[config.mk]
export PLATFORM = sky130hd
export DESIGN_NAME = operand_reg_file
export DESIGN_NICKNAME = d
export VERILOG_FILES = /design/src/rtl/operand_reg_file.sv
export SDC_FILE = /design/constraint.sdc
export NUM_CORES = 1
export LEC_CHECK = 0
export ABC_AREA = 1
export CORE_ASPECT_RATIO = 0.8
export CORE_MARGIN = 5
export CORE_UTILIZATION = 59
export CTS_CLUSTER_SIZE = 16
export DETAILED_ROUTE_END_ITERATION = 10
export MAX_ROUTING_LAYER = met4
export PLACE_DENSITY = 0.95
export SLEW_MARGIN = 0
export SYNTH_ARGS = -nofsm -noshare
export SYNTH_HDL_FRONTEND = slang
export SYNTH_SLANG_ARGS = --single-unit
export TNS_END_PERCENT = 20
[constraint.sdc]
create_clock -name clk -period 5 [get_ports clk]
set_clock_uncertainty 0.15 [all_clocks]
set_input_delay 0.75 -clock clk [delete_from_list [all_inputs] [get_ports clk]]
set_output_delay 0.75 -clock clk [all_outputs]
set_load 0.03 [all_outputs]
[src/rtl/operand_reg_file.sv]
// operand_reg_file: DEPTH x WIDTH register file feeding the ALU operand mux.
// One write-back port and two registered read ports. A read in the same cycle
// as a write to the same address returns the new write data (write-first).
// rd_valid marks the cycle in which a freshly read operand pair is presented.
// Every output is driven directly by a flop.
module operand_reg_file #(
  parameter int WIDTH   = 8,
  parameter int ADDR_W  = 2,
  parameter int ZERO_R0 = 0
) (
  input  logic              clk,
  input  logic              reset,
  input  logic              we,
  input  logic [ADDR_W-1:0] waddr,
  input  logic [WIDTH-1:0]  wdata,
  input  logic              rd_en,
  input  logic [ADDR_W-1:0] raddr_a,
  input  logic [ADDR_W-1:0] raddr_b,
  output logic [WIDTH-1:0]  rdata_a,
  output logic [WIDTH-1:0]  rdata_b,
  output logic              rd_valid
);

  localparam int DEPTH   = 2 ** ADDR_W;
  localparam bit HARD_R0 = (ZERO_R0 != 0);

  logic [WIDTH-1:0] mem [DEPTH];
  logic [WIDTH-1:0] next_a;
  logic [WIDTH-1:0] next_b;
  logic             write_ok;

  // A write to r0 is discarded when r0 is hard-wired to zero.
  assign write_ok = we && !(HARD_R0 && (waddr == '0));

  // Resolve the value each read port would capture at the coming edge.
  always_comb begin
    // NOTE: defaults first so every path assigns next_a/next_b and no latch is inferred.
    next_a = mem[raddr_a];
    next_b = mem[raddr_b];
    if (we && (waddr == raddr_a)) next_a = wdata;
    if (we && (waddr == raddr_b)) next_b = wdata;
    if (HARD_R0 && (raddr_a == '0)) next_a = '0;
    if (HARD_R0 && (raddr_b == '0)) next_b = '0;
  end

  // Storage update and registered read ports; reset wins over write and read.
  always_ff @(posedge clk) begin
    // NOTE: sequential state uses non-blocking assignments so every flop samples pre-edge values.
    if (reset) begin
      // NOTE: the array is cleared on reset because the first read after reset must return 0.
      for (int i = 0; i < DEPTH; i++) mem[i] <= '0;
      rdata_a  <= '0;
      rdata_b  <= '0;
      rd_valid <= 1'b0;
    end else begin
      if (write_ok) mem[waddr] <= wdata;
      if (rd_en) begin
        rdata_a <= next_a;
        rdata_b <= next_b;
      end
      rd_valid <= rd_en;
    end
  end

endmodule

## Word level (Yosys, flattened, before mapping)

Memory sizes are Yosys's and may differ from the RTL's. A register that Yosys moved wholly into a read port is not among the register bits.
Cells that the tools add are included.

- Register bits: 1
- Memory bits (writable): 32
- Bits of input ports: 18
- Output and inout port bits: 17
- Word-level logic and storage cells: 11
- Memories kept: 1

- Muxes and demuxes: 8
- Reduce and logical (&&, ||, !) cells: 1

Memories:

| memory | words | bits a word | rd ports | clocked after memory_dff | wr ports | line | RTL |
|---|---|---|---|---|---|---|---|
| mem | 4 | 8 | 2 | 2 | 4 | 27 | `logic [WIDTH-1:0] mem [DEPTH];` |

Operators by type and width:

| cell | count |
|---|---|
| $mux 8 | 1 |
| $reduce_or 8->1 | 1 |
| $mux 1 | 6 |
| $mux 2 | 1 |

## Longest topological paths before layout

Gate-level depths: netlist (run 1).

- Depth after elaboration: 5
- Depth in mapped cells: 10
- Gate-level depth less buffers: 9

## Least setup slack after synthesis (run 1)

No wires, ideal clock.

- Kind: input to register
- Start: in reset
- End: mem mem[3][0] (enable)
- Library setup time: 0.383 ns
- Data arrival time: 1.606 ns
- Required time: 4.467 ns
- Path slack: 2.861 ns
- Stages: 3
- Buffers on the path: 1
- Cells stage by stage: clkbuf_8 > nor2_1 > nor3_1

RTL lines:

| element | line | RTL |
|---|---|---|
| start: declaration | 12 | `input logic reset,` |
| end: declaration | 27 |  |

==> Flow_metrics.wiki, run 1 <==
{| class="wikitable"
! Metric !! Value
|-
| Result of the run || finished clean
|-
| Count of cells resized by post-cts repair || 0
|-
| Worst hold slack after final layout || 0.4015 ns
|-
| Final cycle utilization of the critical path || 66.24%
|-
| Core area || 4514 um^2
|-
| Max Transition Viols Final || 0
|-
| Critical path type || input port to flop
|-
| Detailed-route vias per instance || 5.729
|-
| Total Nets Final || 393
|-
| Headroom to the max-slew limit || 18.26%
|-
| Num Clock Sinks || 49
|-
| Yosys top cell by area || sky130_fd_sc_hd__edfxtp_1
|-
| Root buf cell || sky130_fd_sc_hd__clkbuf_8
|-
| Critical register-to-register path endpoint || rdata_a[6]$_SDFFE_PP0P_
|-
| Leakage Power || 0.001342 uW
|-
| Hold path start || rdata_a[1]$_SDFFE_PP0P_
|-
| Worst hold path stage count || 4
|-
| Buffer count from post-CTS setup fixing || 0
|-
| Boundary pin count || 35
|-
| Final total negative setup slack || 0 ns
|-
| Number of instances in the synthesized netlist || 348
|-
| Clock buffer count from CTS || 5
|-
| Number of endpoints failing setup at the final stage || 0
|-
| Worst skew pair latency || 0.30 ns
|-
| Die outline width || 85.69 um
|-
| Setup slack on the worst flop-to-flop path || 3.69 ns
|-
| Post-DRT Antenna Nets || 0
|-
| Post-Synthesis Cell Area || 2704 um^2
|-
| Post-synthesis sequential element count || 49
|-
| Worst slack after detailed placement || 1.413 ns
|-
| Drt drc || 0
|-
| Worst slew pin tran || 1.217 ns
|-
| Origin of the worst setup path || reset
|-
| Cell with the most instances after synthesis || sky130_fd_sc_hd__nor2_1
|-
| RSZ-0062 raised after global routing || no
|-
| Die footprint || 6045 um^2
|-
| Initial cell density of the core || 59.89%
|-
| Ratio of total power to cell area || 286.0 nW/um^2
|-
| Fill cell total of the finished layout || 380
|-
| Top post-synthesis cells by area || sky130_fd_sc_hd__edfxtp_1 36%, sky130_fd_sc_hd__dfxtp_1 13%, sky130_fd_sc_hd__nor2_1 11%, sky130_fd_sc_hd__o21ai_0 8.1%, sky130_fd_sc_hd__nand3_1 6.5%
|-
| Final Total Pwr || 878.1 uW
|-
| Router iterations before antenna repair || 5
|-
| Ys async rst share || 0%
|-
| Syn Area/Cell || 7.770 um^2
|-
| WL per Instance || 14.04 um
|-
| DPL Wire Length || 4516 um
|-
| VDD IR-drop max || 0.1462 mV
|-
| Cell variety after synth || 23
|-
| Most used standard cells in the synthesized netlist || 82 x sky130_fd_sc_hd__nor2_1, 45 x sky130_fd_sc_hd__nand2_1, 44 x sky130_fd_sc_hd__o21ai_0
|-
| ANT cells || 0
|-
| Total via count in the routed design || 2492
|-
| GRT Total Usage || 21.86%
|-
| Worst Setup End Kind || flop
|-
| Maximum buffer depth of the clock tree || 2
|-
| Proportion of layout cells with a drive suffix above 1 || 5.333%
|-
| Area growth syn-to-layout || 13.56%
|-
| Max-cap violations || 0
|-
| Beginning of the worst register-to-register path || mem[2][6]$_SDFFCE_PN0P_
|-
| Primary FF master, synth || sky130_fd_sc_hd__edfxtp_1
|-
| Synthesis warning total || 0
|-
| Maximum number of pins on one net before global-route repair || 34
|-
| Post-cts hold buffer count || 0
|-
| Number of enable flip-flop cells after synthesis || 32
|-
| CP required || 4.77 ns
|-
| Die height || 70.55 um
|-
| Endpoint with the worst hold slack || rdata_a[1]$_SDFFE_PP0P_
|-
| Sequential area share after synthesis || 48.13%
|-
| Site Rows || 22
|-
| Critical-path maximum fanout || 20
|-
| Worst path arrival time || 3.08 ns
|-
| Depth of the worst register-to-register path || 8
|-
| Starting DRC count in detailed routing || 394
|-
| Antenna violations before repair || 0
|-
| Clock transition at the registers of the reported paths || 0.08 ns
|-
| First-pass GRT wire length || 10410 um
|-
| Crit path setup slack, layout || 1.688 ns
|-
| Post-Syn Nets || 366
|-
| WL final || 6108 um
|-
| Post-route minimum period || 3.312 ns
|-
| Via count of the first global-routing pass || 2402
|-
| Final hold violations || 0
|-
| F_max || 301.9 MHz
|-
| Type of element launching the critical path || input port
|-
| Share of Yosys cell area claimed by the top area cell type || 35.54%
|-
| Hold/Removal Path Class || flop to flop
|-
| Port Buffer Count || 34
|-
| Leftover overflow at the end of global routing || 0
|-
| TritonCTS clock tree || done
|-
| Final estimated routing congestion in global placement || 0.9011
|-
| Clock H-tree levels || 2
|}
==> worst max-delay path, stage by stage <==
cell and delay [ns]:
sky130_fd_sc_hd__clkdlybuf4s50_1 0.94, sky130_fd_sc_hd__inv_2 0.18, sky130_fd_sc_hd__nand3_4 0.15, sky130_fd_sc_hd__inv_1 0.09, sky130_fd_sc_hd__nor3_1 0.96
==> state kept, by name (all words and copies together) (netlist names) <==
signal	flops
rdata_b	8
rdata_a	8
rd_valid	1
mem	32
==> per-layer routing <==
layer	track usage (%)	share of wire [%]	routed length [um]
met3	5.122	8.7	530
met5	-	0	0
met1	26.66	40	2429
met2	35.52	49	2967
met4	8.084	3.0	182
==> placed cells by master, fill, tap and decap left out, drive strengths merged <==
cell type	netlist	final
edfxtp	32	32
nor2	87	87
o21ai	48	48
dfxtp	17	17
inv	45	45
clkinv	1	2
a21oi	18	18
clkbuf	4	6
nor3	1	1
nand3	38	38
clkdlybuf4s50	0	34
nand2	47	47
==> how the worst max path moves through the flow <==
stage / endpoint / slack, ns / cells after the start
after global routing: mem[3][2]$_DFFE_PP_ / 1.51 / 5
after detailed placement: mem[3][2]$_DFFE_PP_ / 1.41 / 5
after global placement: mem[3][1]$_DFFE_PP_ / 1.57 / 5
final: mem[3][1]$_DFFE_PP_ / 1.69 / 5
after floorplan: mem[3][0]$_DFFE_PP_ / 2.86 / 3
after CTS: mem[3][1]$_DFFE_PP_ / 1.73 / 5
==> kinds of logic after synthesis <==
| group | Yosys count | synth area share (%) |
|---|---|---|
| AND/OR/NAND/NOR | 173 | 28.60 |
| AO/OA/AOI/OAI | 66 | 12.22 |
| buffers and inverters | 60 | 11.06 |
| flip-flops | 49 | 48.13 |
==> power by group <==
part,total (uW),leakage (uW),switching [uW],internal (uW)
Clock,217,0.0000387,123,94.6
Sequential,480,0.000453,15.5,465
Combinational,180,0.000851,116,64.4
Total,878,0.00134,254,624
==> area by class of cell <==
| cell class | instances | area [um^2] | share of cell area (%) |
|---|---|---|---|
| clock buffers | 6 | 72.57 | 2.363 |
| clock inverters | 1 | 3.754 | 0.1222 |
| inverters | 46 | 173.9 | 5.664 |
| multi-input cells | 239 | 1104 | 35.94 |
| flip-flops and latches | 49 | 1301 | 42.38 |
| well taps | 60 | 75.07 | 2.445 |
| repair buffers | 34 | 340.3 | 11.08 |
==> metrics by stage <==
| stage | instances | cell area (um^2) | utilization [%] |
|---|---|---|---|
| after floorplan | 348 | 2704 | - |
| after global placement | 428 | 2994 | 66.32 |
| after detailed placement | 428 | 2994 | 66.32 |
| after CTS | 435 | 3070 | 68.02 |
| after global routing | 435 | 3070 | 68.02 |
| final | 435 | 3070 | 68.02 |
(Power assumes the default switching activity.)
==> run 2, diff against run 1 <==
--- a/config.mk
+++ b/config.mk
@@ -8,11 +8,11 @@
 export ABC_AREA = 1
 export CORE_ASPECT_RATIO = 0.8
 export CORE_MARGIN = 5
-export CORE_UTILIZATION = 59
+export CORE_UTILIZATION = 55
 export CTS_CLUSTER_SIZE = 16
 export DETAILED_ROUTE_END_ITERATION = 10
 export MAX_ROUTING_LAYER = met4
-export PLACE_DENSITY = 0.95
+export PLACE_DENSITY = 0.9
 export SLEW_MARGIN = 0
 export SYNTH_ARGS = -nofsm -noshare
 export SYNTH_HDL_FRONTEND = slang
==> constraint.sdc (replaced) <==
create_clock -name clk -period 3.3 [get_ports clk]
set_clock_uncertainty 0.15 [all_clocks]
set_input_delay 0.495 -clock clk [delete_from_list [all_inputs] [get_ports clk]]
set_output_delay 0.495 -clock clk [all_outputs]
set_load 0.03 [all_outputs]
==> run 2 against run 1 <==
Combinational power is 55% higher. Routed wire length is 2.0% higher. Worst setup slack worse by 0.53 ns. Register-to-register slack worse by 1.7 ns. Final cell count is 1.4% higher. Die area is 6.3% higher. Non-clock buffer count is 5 higher. Critical path depth stayed put. Design area is 1.3% higher. Largest cell class unchanged.
==> Flow_metrics.wiki, run 2 (synthesized netlist as in run 1, its figures left out) <==
{| class="wikitable"
! Metric !! Value
|-
| Final estimated routing congestion in global placement || 0.8793
|-
| Beginning of the worst register-to-register path || mem[2][5]$_SDFFCE_PN0P_
|-
| TritonCTS clock tree || done
|-
| Via count of the first global-routing pass || 2215
|-
| Most flops, register || mem
|-
| Area growth syn-to-layout || 15.09%
|-
| Final cycle utilization of the critical path || 64.92%
|-
| Number of endpoints failing setup at the final stage || 0
|-
| WL per Instance || 14.13 um
|-
| Critical register-to-register path endpoint || rdata_b[5]$_SDFFE_PP0P_
|-
| Maximum number of pins on one net before global-route repair || 34
|-
| Global routing usage on met1 || 27.75%
|-
| Worst slew pin tran || 0.5535 ns
|-
| Endpoint with the worst hold slack || rdata_b[3]$_SDFFE_PP0P_
|-
| Leakage Power || 0.001367 uW
|-
| Max-cap violations || 0
|-
| Final hold violations || 0
|-
| Worst Path Buf+Inv || 2
|-
| Proportion of power drawn by the clock network || 25.5%
|-
| Global routing met2 resource utilization || 34.11%
|-
| Maximum buffer depth of the clock tree || 2
|-
| Buffer count from post-CTS setup fixing || 0
|-
| Critical-path maximum fanout || 9
|-
| Root buf cell || sky130_fd_sc_hd__clkbuf_8
|-
| Hold/Removal Path Class || flop to flop
|-
| Clock transition at the registers of the reported paths || 0.08 ns
|-
| F_max || 466.8 MHz
|-
| VDD IR-drop max || 0.2248 mV
|-
| WL final || 6232 um
|-
| Router iterations before antenna repair || 6
|-
| First-pass GRT wire length || 10380 um
|-
| Proportion of layout cells with a drive suffix above 1 || 6.562%
|-
| Family with the most delay on the worst path || simple AND/OR/NAND/NOR gates
|-
| Setup slack on the worst flop-to-flop path || 1.95 ns
|-
| Port Buffer Count || 34
|-
| Die outline width || 88.39 um
|-
| Num Clock Sinks || 49
|-
| Cell count after placement || 433
|-
| Boundary pin count || 35
|-
| Final standard cell area without fillers || 3112 um^2
|-
| Core area || 4679 um^2
|-
| Detailed-route vias per instance || 5.585
|-
| Type of element launching the critical path || input port
|-
| Hold path start || rdata_b[3]$_SDFFE_PP0P_
|-
| Post-DRT Antenna Nets || 0
|-
| Most common cell after layout, fill and taps aside || sky130_fd_sc_hd__nor2_1
|-
| Max Transition Viols Final || 0
|-
| Worst slack after detailed placement || 0.8217 ns
|-
| Worst hold path stage count || 4
|-
| Clock buffer count from CTS || 5
|-
| GRT Total Usage || 21.35%
|-
| Part of the total power dissipated in sequential elements || 53.8%
|-
| Final total negative setup slack || 0 ns
|-
| Die footprint || 6427 um^2
|-
| Most numerous cell on the critical path || sky130_fd_sc_hd__nand2_1
|-
| Site Rows || 22
|-
| Worst Setup End Kind || flop
|-
| Total Nets Final || 398
|-
| CP required || 3.12 ns
|-
| CP max stage cell || sky130_fd_sc_hd__clkdlybuf4s50_1
|-
| Leftover overflow at the end of global routing || 0
|-
| Top library cells by usage in the layout, fill and taps aside || 82 x sky130_fd_sc_hd__nor2_1, 45 x sky130_fd_sc_hd__nand2_1, 44 x sky130_fd_sc_hd__o21ai_0, 41 x sky130_fd_sc_hd__inv_1, 35 x sky130_fd_sc_hd__nand3_1
|-
| Post-Layout Cell Count || 441
|-
| Ratio of total power to cell area || 433.9 nW/um^2
|-
| Result of the run || finished clean
|-
| DPL Wire Length || 4585 um
|-
| Comb pwr share || 20.6%
|-
| Initial cell density of the core || 57.78%
|-
| Number of flip-flops in the largest register || 32
|-
| Depth of the worst register-to-register path || 8
|-
| RSZ-0062 raised after global routing || no
|-
| Worst skew pair latency || 0.31 ns
|-
| Critical path type || input port to flop
|-
| Post-route minimum period || 2.142 ns
|-
| Crit path setup slack, layout || 1.158 ns
|-
| Die height || 72.71 um
|-
| Starting DRC count in detailed routing || 335
|-
| Cell-internal power || 956.6 uW
|-
| Placed cell areas || 3032 um^2
|-
| Regs by FF count || mem (32), rdata_a (8), rdata_b (8)
|-
| Worst path arrival time || 1.96 ns
|-
| Net Switching || 393.7 uW
|-
| Post-cts hold buffer count || 0
|-
| Gr busiest metal || met2
|-
| Global-route track usage on met3 || 3.386%
|-
| Total via count in the routed design || 2463
|-
| CP peak stage delay || 0.60 ns
|-
| Cells traversed along the worst timing path || clkdlybuf4s50_1, nand3_4, inv_1, nand2_1, nand2_1
|-
| Clock H-tree levels || 2
|-
| Headroom to the max-slew limit || 63.06%
|-
| Fraction of power spent switching nets || 29.15%
|-
| Count of cells resized by post-cts repair || 0
|-
| Antenna violations before repair || 0
|-
| ANT cells || 0
|-
| Fill cell total of the finished layout || 410
|-
| Drt drc || 0
|}
run 2: changes by cell type in the layout (fill, tap and decap cells not counted), sizes merged:
cell    before  now
clkbuf       6    8
clkinv       2    1
buf          0    5
run 2: how the worst max path moves through the flow:
stage               startpoint                       to  slack [ns]  cells past startpoint
CTS                         we  mem[1][2]$_SDFFCE_PN0P_        1.14                      5
floorplan                reset      mem[3][0]$_DFFE_PP_        1.42                      3
finish                      we  mem[1][2]$_SDFFCE_PN0P_        1.16                      5
global route                we  mem[1][1]$_SDFFCE_PN0P_        1.03                      5
global placement            we  mem[0][3]$_SDFFCE_PN0P_        0.86                      5
detailed placement          we  mem[1][1]$_SDFFCE_PN0P_        0.82                      5
run 2: through the flow:
stage	util, %	total power, uW	hold slack [ns]
2_1_floorplan	-	924.2	0.4767
3_3_place_gp	64.79	1007	0.3885
3_5_place_dp	64.79	1015	0.3905
4_1_cts	66.50	1349	0.4046
5_1_grt	66.50	1417	0.4404
6_report	66.50	1350	0.4021
run 2: area by class of cell:
cell class                      count  area (um^2)  share of cell area, %
Clock buffer                        8        80.08                  2.573
Timing Repair Buffer               39        377.9                  12.14
Multi-Input combinational cell    239         1104                  35.46
Inverter                           46        173.9                  5.589
Tap cell                           60        75.07                  2.413
Sequential cell                    49         1301                  41.82
run 2: power groups by stage:
stage | Combinational (uW) | Clock (uW) | Sequential, uW
3_3_place_gp | 267 | 0 | 740
5_1_grt | 308 | 377 | 732
2_1_floorplan | 157 | 0 | 768
6_report | 279 | 345 | 727
4_1_cts | 277 | 346 | 727
3_5_place_dp | 274 | 0 | 741
run 2: metal layers:
layer,part of all wire (%),vias up
met5,0,-
met4,1.8,0
met3,9.4,18
met2,48,126
met1,41,1126
li1,-,1193
run 2: worst reg2reg max path, cell delays in order (launching register included):
cell and delay (ns):
sky130_fd_sc_hd__edfxtp_1 0.38, sky130_fd_sc_hd__inv_1 0.11, sky130_fd_sc_hd__a21oi_1 0.07, sky130_fd_sc_hd__o21ai_1 0.14, sky130_fd_sc_hd__o21ai_0 0.14, sky130_fd_sc_hd__nand2_1 0.09
sky130_fd_sc_hd__nand3_1 0.07, sky130_fd_sc_hd__nand2_1 0.07, sky130_fd_sc_hd__inv_1 0.03
